<file path="src/rtl/w_wnd_comp_if.sv">
// w_wnd_comp_if -- bus between the SHA-256 round engine and its host.
//
// Signals:
//   cmd     host -> engine  command code, sampled by the engine only in IDLE
//   mka     engine -> host  round index t; host returns W-source word and K[t]
//   md      host -> engine  message word (t mod 16), combinational from mka
//   kd      host -> engine  round constant K[t], combinational from mka
//   ha      engine -> host  H-store word address
//   hd_in   host -> engine  H-store word at ha, combinational from ha
//   hd_out  engine -> host  hd_in + working register selected by ha[2:0]
//   rdy     engine -> host  command complete (level)
//
// Modports: master = host side, slave = engine side.

interface w_wnd_comp_if;
    logic [7:0]  cmd;
    logic [7:0]  mka;
    logic [31:0] md;
    logic [31:0] kd;
    logic [7:0]  ha;
    logic [31:0] hd_in;
    logic [31:0] hd_out;
    logic        rdy;

    modport master (
        output cmd, md, kd, hd_in,
        input  mka, ha, hd_out, rdy
    );

    modport slave (
        input  cmd, md, kd, hd_in,
        output mka, ha, hd_out, rdy
    );
endinterface

</file>
<file path="src/rtl/w_wnd_comp.sv">
// w_wnd_comp -- SHA-256 compression engine with a 16-word sliding message
// schedule window. The host supplies message words, round constants and the
// H store through a combinational lookup addressed by mka / ha.
//
// Ports:
//   clk      clock, all state updates on the rising edge
//   reset_n  synchronous active-low reset
//   bus      w_wnd_comp_if.slave (cmd, mka, md, kd, ha, hd_in, hd_out, rdy)
//
// Commands (cmd, sampled in IDLE only):
//   0 IDLE       no operation; releases DONE
//   1 LOAD_H     a..h <= H store words 0..7
//   2 HASH       64 compression rounds on a..h
//   3 SUM_STORE  present H[i] + reg[i] on hd_out for i = 0..7
//
// State | meaning
// ------+--------------------------------------------------------------
// IDLE  | waiting for a recognised command; rdy low
// LOAD  | ha steps 0..7, one H word loaded into a..h per cycle
// HASH  | mka steps 0..63, one compression round per cycle
// SUM   | ha steps 0..7, each address held one cycle for hd_out capture
// DONE  | rdy high; waits for cmd == IDLE

module w_wnd_comp (
    input  logic         clk,
    input  logic         reset_n,
    w_wnd_comp_if.slave  bus
);

    localparam logic [7:0] CMD_IDLE      = 8'd0;
    localparam logic [7:0] CMD_LOAD_H    = 8'd1;
    localparam logic [7:0] CMD_HASH      = 8'd2;
    localparam logic [7:0] CMD_SUM_STORE = 8'd3;

    typedef enum logic [2:0] {
        S_IDLE = 3'd0,
        S_LOAD = 3'd1,
        S_HASH = 3'd2,
        S_SUM  = 3'd3,
        S_DONE = 3'd4
    } state_t;

    state_t      state;
    logic        rdy_q;
    logic [7:0]  mka_q;
    logic [7:0]  ha_q;

    // Working registers, named a..h so they can be probed hierarchically.
    logic [31:0] a, b, c, d, e, f, g, h;

    // Message schedule window: w_win[15] is W(t-1), w_win[0] is W(t-16).
    logic [31:0] w_win [16];

    // ------------------------------------------------------------------
    // SHA-256 helper functions
    // ------------------------------------------------------------------
    function automatic logic [31:0] ror(input logic [31:0] x, input int unsigned n);
        return (x >> n) | (x << (32 - n));
    endfunction

    function automatic logic [31:0] sig0(input logic [31:0] x);
        return ror(x, 7) ^ ror(x, 18) ^ (x >> 3);
    endfunction

    function automatic logic [31:0] sig1(input logic [31:0] x);
        return ror(x, 17) ^ ror(x, 19) ^ (x >> 10);
    endfunction

    function automatic logic [31:0] bsig0(input logic [31:0] x);
        return ror(x, 2) ^ ror(x, 13) ^ ror(x, 22);
    endfunction

    function automatic logic [31:0] bsig1(input logic [31:0] x);
        return ror(x, 6) ^ ror(x, 11) ^ ror(x, 25);
    endfunction

    // ------------------------------------------------------------------
    // Round datapath
    // ------------------------------------------------------------------
    logic [31:0] w_sched;
    logic [31:0] w_t;
    logic [31:0] ch_efg;
    logic [31:0] maj_abc;
    logic [31:0] t1;
    logic [31:0] t2;

    always_comb begin
        w_sched = sig1(w_win[14]) + w_win[9] + sig0(w_win[1]) + w_win[0];
        // The first 16 rounds take the message word straight from the host.
        w_t     = (mka_q < 8'd16) ? bus.md : w_sched;
        ch_efg  = (e & f) ^ (~e & g);
        maj_abc = (a & b) ^ (a & c) ^ (b & c);
        t1      = h + bsig1(e) + ch_efg + bus.kd + w_t;
        t2      = bsig0(a) + maj_abc;
    end

    // ------------------------------------------------------------------
    // H-store adder: hd_in plus the register picked by ha[2:0]
    // ------------------------------------------------------------------
    logic [31:0] reg_sel;

    always_comb begin
        reg_sel = a;
        case (ha_q[2:0])
            3'd0:    reg_sel = a;
            3'd1:    reg_sel = b;
            3'd2:    reg_sel = c;
            3'd3:    reg_sel = d;
            3'd4:    reg_sel = e;
            3'd5:    reg_sel = f;
            3'd6:    reg_sel = g;
            default: reg_sel = h;
        endcase
    end

    assign bus.hd_out = bus.hd_in + reg_sel;
    assign bus.mka    = mka_q;
    assign bus.ha     = ha_q;
    assign bus.rdy    = rdy_q;

    // ------------------------------------------------------------------
    // Control FSM and state registers
    // ------------------------------------------------------------------
    always_ff @(posedge clk) begin
        if (!reset_n) begin
            state <= S_IDLE;
            rdy_q <= 1'b0;
            mka_q <= 8'd0;
            ha_q  <= 8'd0;
            a     <= 32'd0;
            b     <= 32'd0;
            c     <= 32'd0;
            d     <= 32'd0;
            e     <= 32'd0;
            f     <= 32'd0;
            g     <= 32'd0;
            h     <= 32'd0;
            for (int i = 0; i < 16; i++) begin
                w_win[i] <= 32'd0;
            end
        end else begin
            case (state)
                S_IDLE: begin
                    rdy_q <= 1'b0;
                    case (bus.cmd)
                        CMD_LOAD_H: begin
                            state <= S_LOAD;
                            ha_q  <= 8'd0;
                        end
                        CMD_HASH: begin
                            state <= S_HASH;
                            mka_q <= 8'd0;
                        end
                        CMD_SUM_STORE: begin
                            state <= S_SUM;
                            ha_q  <= 8'd0;
                        end
                        default: ;
                    endcase
                end

                S_LOAD: begin
                    case (ha_q[2:0])
                        3'd0:    a <= bus.hd_in;
                        3'd1:    b <= bus.hd_in;
                        3'd2:    c <= bus.hd_in;
                        3'd3:    d <= bus.hd_in;
                        3'd4:    e <= bus.hd_in;
                        3'd5:    f <= bus.hd_in;
                        3'd6:    g <= bus.hd_in;
                        default: h <= bus.hd_in;
                    endcase
                    // ha parks on 7 when done; the next LOAD/SUM restarts it.
                    if (ha_q == 8'd7) begin
                        state <= S_DONE;
                        rdy_q <= 1'b1;
                    end else begin
                        ha_q <= ha_q + 8'd1;
                    end
                end

                S_HASH: begin
                    h <= g;
                    g <= f;
                    f <= e;
                    e <= d + t1;
                    d <= c;
                    c <= b;
                    b <= a;
                    a <= t1 + t2;
                    for (int i = 0; i < 15; i++) begin
                        w_win[i] <= w_win[i + 1];
                    end
                    w_win[15] <= w_t;
                    if (mka_q == 8'd63) begin
                        state <= S_DONE;
                        rdy_q <= 1'b1;
                    end else begin
                        mka_q <= mka_q + 8'd1;
                    end
                end

                S_SUM: begin
                    if (ha_q == 8'd7) begin
                        state <= S_DONE;
                        rdy_q <= 1'b1;
                    end else begin
                        ha_q <= ha_q + 8'd1;
                    end
                end

                S_DONE: begin
                    if (bus.cmd == CMD_IDLE) begin
                        rdy_q <= 1'b0;
                        state <= S_IDLE;
                    end
                end

                default: begin
                    state <= S_IDLE;
                    rdy_q <= 1'b0;
                end
            endcase
        end
    end

endmodule

</file>
<file path="src/flat_wrapper.sv">
// flat-port wrapper written by rule: the top's interface ports become plain ports
module w_wnd_comp_flat 
  (clk, reset_n, bus_cmd, bus_md, bus_kd, bus_hd_in, bus_mka, bus_ha, bus_hd_out, bus_rdy);
  w_wnd_comp_if bus_i ();
  input  logic clk;
  input  logic reset_n;
  input wire logic [$bits(bus_i.cmd)-1:0] bus_cmd;
  input wire logic [$bits(bus_i.md)-1:0] bus_md;
  input wire logic [$bits(bus_i.kd)-1:0] bus_kd;
  input wire logic [$bits(bus_i.hd_in)-1:0] bus_hd_in;
  output wire logic [$bits(bus_i.mka)-1:0] bus_mka;
  output wire logic [$bits(bus_i.ha)-1:0] bus_ha;
  output wire logic [$bits(bus_i.hd_out)-1:0] bus_hd_out;
  output wire logic [$bits(bus_i.rdy)-1:0] bus_rdy;
  assign bus_i.cmd = bus_cmd;
  assign bus_i.md = bus_md;
  assign bus_i.kd = bus_kd;
  assign bus_i.hd_in = bus_hd_in;
  assign bus_mka = bus_i.mka;
  assign bus_ha = bus_i.ha;
  assign bus_hd_out = bus_i.hd_out;
  assign bus_rdy = bus_i.rdy;
  w_wnd_comp u_core (.clk(clk), .reset_n(reset_n), .bus(bus_i));
endmodule
</file>
<file path="config.mk">
export PLATFORM = sky130hd
export DESIGN_NAME = w_wnd_comp_flat
export DESIGN_NICKNAME = d
export VERILOG_FILES = /design/src/rtl/w_wnd_comp_if.sv /design/src/rtl/w_wnd_comp.sv /design/src/flat_wrapper.sv
export SDC_FILE = /design/constraint.sdc
export NUM_CORES = 2
export LEC_CHECK = 0
export ABC_AREA = 1
export ABC_CLOCK_PERIOD_IN_PS = 13700
export BUFFER_PORTS_ARGS = -buffer_cell sky130_fd_sc_hd__buf_2
export CAP_MARGIN = 0
export CORE_UTILIZATION = 45
export DETAILED_ROUTE_END_ITERATION = 10
export SLEW_MARGIN = 20
export SYNTH_ARGS = -nofsm -noshare
export SYNTH_HDL_FRONTEND = slang
export SYNTH_SLANG_ARGS = --single-unit
</file>
<file path="constraint.sdc">
create_clock -name clk -period 13.7 [get_ports clk]
set_clock_uncertainty 0.15 [all_clocks]
set_input_delay 0.685 -clock clk [delete_from_list [all_inputs] [get_ports clk]]
set_output_delay 0.685 -clock clk [all_outputs]
set_load 0.01 [all_outputs]
</file>
Word level (Yosys, flattened, before mapping)
Memories as Yosys holds them, arrays and structs flattened.
Index checks and enable logic that the tools add are counted.
{"block": "classes", "add_sub_neg": 13, "n_lt_le_gt_ge": 1, "eq_ne": 31, "n_mux": 53, "bitwise": 43, "reduce_logical": 21}
{"operator": "$mux 32", "n": 25}
{"operator": "$pmux 32 s2", "n": 8}
{"operator": "$add 32x32->32", "n": 11}
{"operator": "$xor 32x32->32", "n": 9}
{"operator": "$pmux 32 s7", "n": 1}
{"operator": "$and 32x32->32", "n": 5}
{"operator": "$mux 8", "n": 4}
{"operator": "$not 32->32", "n": 1}
{"operator": "$or 10x32->32", "n": 1}
{"operator": "$or 13x32->32", "n": 1}
{"operator": "$or 14x32->32", "n": 1}
{"operator": "$or 15x32->32", "n": 1}
{"operator": "$or 19x32->32", "n": 1}
{"operator": "$or 21x32->32", "n": 1}
{"operator": "$or 25x32->32", "n": 1}
{"operator": "$or 26x32->32", "n": 1}
{"operator": "$or 30x32->32", "n": 1}
{"operator": "$or 7x32->32", "n": 1}
{"operator": "$pmux 8 s2", "n": 2}
{"operator": "$xor 32x22->32", "n": 1}
{"operator": "$xor 32x29->32", "n": 1}
{"operator": "$ne 2x1->1 const B", "n": 10}
{"operator": "$add 8x1->8 const B", "n": 2}
{"operator": "$eq 8x2->1 const B", "n": 2}
{"operator": "other kinds (23)", "n": 70}
{"block": "totals", "register_bits": 276, "mem_bits_rw": 512, "in_bits": 106, "output_inout_bits": 49, "elab_cells": 175, "mem_count": 1}
{"name": "u_core.w_win", "depth": 16, "width": 32, "rd": 16, "rd_ports_with_merged_regs": 0, "write_ports": 16, "line_no": "w_wnd_comp.sv:52", "text": "logic [31:0] w_win [16];"}

Logic depth before layout (Yosys ltp)
An unclocked memory read counts as a cell.
{"block": "logic_depth", "word_depth": 11, "depth_mapped": 51, "depth_no_buf": 51}

Worst setup path before layout
OpenSTA, ideal clock, no wires.
{"block": "synth_path", "path_kind": "input to register", "start": "input reset_n", "end": "memory u_core.w_win[0][0] (enable)", "setup_ns": 3.641, "arrival_ns": 9.762, "required_ns": 9.909, "setup_slack_ns": 0.147, "stages": 4, "n_path_buf": 3, "path_cell_list": "clkbuf_1 -> clkbuf_1 -> clkbuf_1 -> nand2_1"}
{"item": "from (decl)", "line_no": "flat_wrapper.sv:6", "text": "input logic reset_n;"}
{"item": "to (decl)", "line_no": "w_wnd_comp.sv:52"}

==> flow_summary.toml <==
[finish]
utilization_pct = 50.1
fillers = 10311
antenna_cells = 0
layout-drive-gt1-share_pct = 7.68
fin_nets = 6342
multi_input_comb_area_um2 = 22800
syn_to_final_growth_pct = 9.99
stdcell_count = 7363
layout.area.seq_um2 = 20900

[die]
die-area_um2 = 110000
die_w_um = 332
die_h_um = 332
start_util_pct = 45.5
rows = 120
num_io_pins = 155
core_um2 = 108000

[global_route]
grt_pass1_wl_mm = 239
grt_max_degree = 178
grt-ovfl-total = 0
antenna_found_initial = 2
grt_util_all_layers_pct = 29.0
grt_pass1_vias = 37268

[setup_path]
slowest_stage = "xor2_1"
slowest_delay_ns = 0.53
startpoint_type = "flip-flop"
endpoint_kind = "flip-flop"
worstSetupPathType = "flip-flop to flip-flop"
path_max_fanout = 4
worstPathRequired_ns = 14.11
cp.arrival_ns = 10.25

[placement]
dp_slack_ns = 4.06
dpl.cell_count = 7199
place_congestion = 0.982
dpl.hpwl_mm = 120
portBuffers = 154

[yosys]
postSynthNetCount = 6324
netlist_top_cells_area = "edfxtp_1, dfxtp_1, nand2_1"
netlist-cell-type-count = 71
synth_most_common_cell = "nand2_1"
synth_seq_cells = 788
synthSimpleGateAreaFrac_pct = 16.4
netlist_area_um2 = 49000
synthesis.instances = 5869
synth_top_family_by_area = "simple AND/OR/NAND/NOR gates"
async_flop_share_pct = 0
yosys.area.top_type = "edfxtp_1"
syn_area_per_cell_um2 = 8.34
synth_compound_area_share_pct = 11.7
synth_edf_count = 512
synth_mux_area_share_pct = 0.204
ys.flop_type = "edfxtp_1"
synthAdderAreaFrac_pct = 11.9
yosys.area_share.xor_xnor_pct = 6.28
synth_warnings = 0
synth_common_cells = "nand2_1, inv_1, nor2_1, edfxtp_1, dfxtp_1"
seq_area_frac_synth_pct = 42.7
synth_top_area_share_pct = 31.4

[hold_path]
hold_class = "input pin to flip-flop"

[pwr]
p_leak_nw = 23.5
vdd_drop_max_mv = 0.101
power_density_nw_per_um2 = 134

[cts]
hold_buffers = 0
clock_path_buffers = 3
post_cts.repair.setup_buffers = 0
numClockSinks = 788
cts_made_buffers = 89
tritoncts = "yes"
htree_num_levels = 3
cts-root-buf = "clkbuf_16"
cts.reportedPaths.clkPinSlew_ns = 0.06
clock_latency_ns = 0.69
post_cts_resized = 0

[routing]
vias = 39319
dr_wl_met2_mm = 73.9
dr.pass1.iters = 9
top_layer = "met4"
avgViaCountPerCell = 5.34
detail_route.wl_per_cell_um = 21.8
wirelength_mm = 161
drt-met1-wl_mm = 66.4
first_iter_violations = 4388
drc = 0
met3_wirelength_mm = 12.8
drtAntennaViolNets = 0

[sta]
grt_setup_unrepaired = "false"
relSlewSlack_pct = 26.4
hold_viol = 0
post-route-period-util_pct = 71.8
setup_slack_ns = 3.87
fmax_mhz = 102
tightest_slew_ns = 1.10
hold_slack_ns = 0.257
tns_ns = 0
min_period_ns = 9.83
drv_slew = 0
setup_viol = 0

[job]
maxCapViolations = 0

[run_status]
status = "finished clean"
## where the power goes
part           leakage [nW]  switching [mW]  internal [mW]
Sequential             7.49          0.0558           2.61
Combinational          14.5            1.37          0.672
Clock                  1.49            1.04           1.46
## logic make-up (layout without fill, tap and decap cells)
kind of cell             count (synthesis)  in the layout
AND/OR/NAND/NOR                       2018           2018
buffers and inverters                 1394           1485
AO/OA/AOI/OAI                          957            957
flip-flops                             788            788
adder cells (fa/ha/maj)                352            352
XOR/XNOR                               350            350
multiplexers                            10             10
## path summary, 6_finish.rpt
check | to | startpoint | cells past startpoint | slack [ns]
max reg2reg | u_core.a[31] | u_core.w_win[0][53] | 49 | 3.87
max | u_core.a[31] | u_core.w_win[0][53] | 49 | 3.87
min reg2reg | u_core.bus.rdy | u_core.bus.rdy | 2 | 0.32
min | u_core.a[1] | bus_hd_in[1] | 3 | 0.26
## through the flow
step / area (µm²) / total power [mW]
2_1_floorplan: 49000 / 4.15
3_3_place_gp: 50800 / 4.71
3_5_place_dp: 50800 / 4.71
4_1_cts: 53900 / 7.21
5_1_grt: 53900 / 7.56
6_report: 53900 / 7.20
## sequential cells by signal, summed over array words and instances, names as in the netlist, 3 cells and up
register,flops
u_core.bus.mka,8
u_core.b,32
u_core.d,32
u_core.c,32
u_core.e,32
u_core.bus.ha,8
u_core.a,32
u_core.w_win,512
u_core.state,3
u_core.h,32
u_core.f,32
u_core.g,32
## final cells by class
cell class,instances,share of cell area (%)
Clock buffer,121,4.64
Multi-Input combinational cell,3687,42.4
Timing Repair Buffer,191,2.01
Clock inverter,43,0.985
Tap cell,1403,3.26
Sequential cell,788,38.8
Inverter,1130,7.91
## cell usage in the layout (no fill, tap or decap), types with 153 or more instances in the layout
| master | instances |
|---|---|
| a21oi_1 | 233 |
| a31oi_1 | 219 |
| buf_2 | 153 |
| dfxtp_1 | 276 |
| edfxtp_1 | 512 |
| fa_1 | 188 |
| ha_1 | 161 |
| inv_1 | 1088 |
| nand2_1 | 1284 |
| nor2_1 | 527 |
| o21ai_0 | 242 |
| xnor2_1 | 174 |
| xor2_1 | 175 |
## worst max-delay path: cells and delay by family, from the launching register on
family                   cells  cell delay, ns
adder cells (fa/ha/maj)      8            3.36
AND/OR/NAND/NOR             16            2.09
AO/OA/AOI/OAI               11            1.70
XOR/XNOR                     4            1.20
buffers and inverters       10            0.70
flip-flops                   1            0.50
## metal layers
layer,GRT usage (%),vias up
met5,0,-
met1,38.4,18634
met3,5.36,303
met4,11.9,0
li1,-,18699
met2,46.6,1683
(Power assumes the default switching activity.)
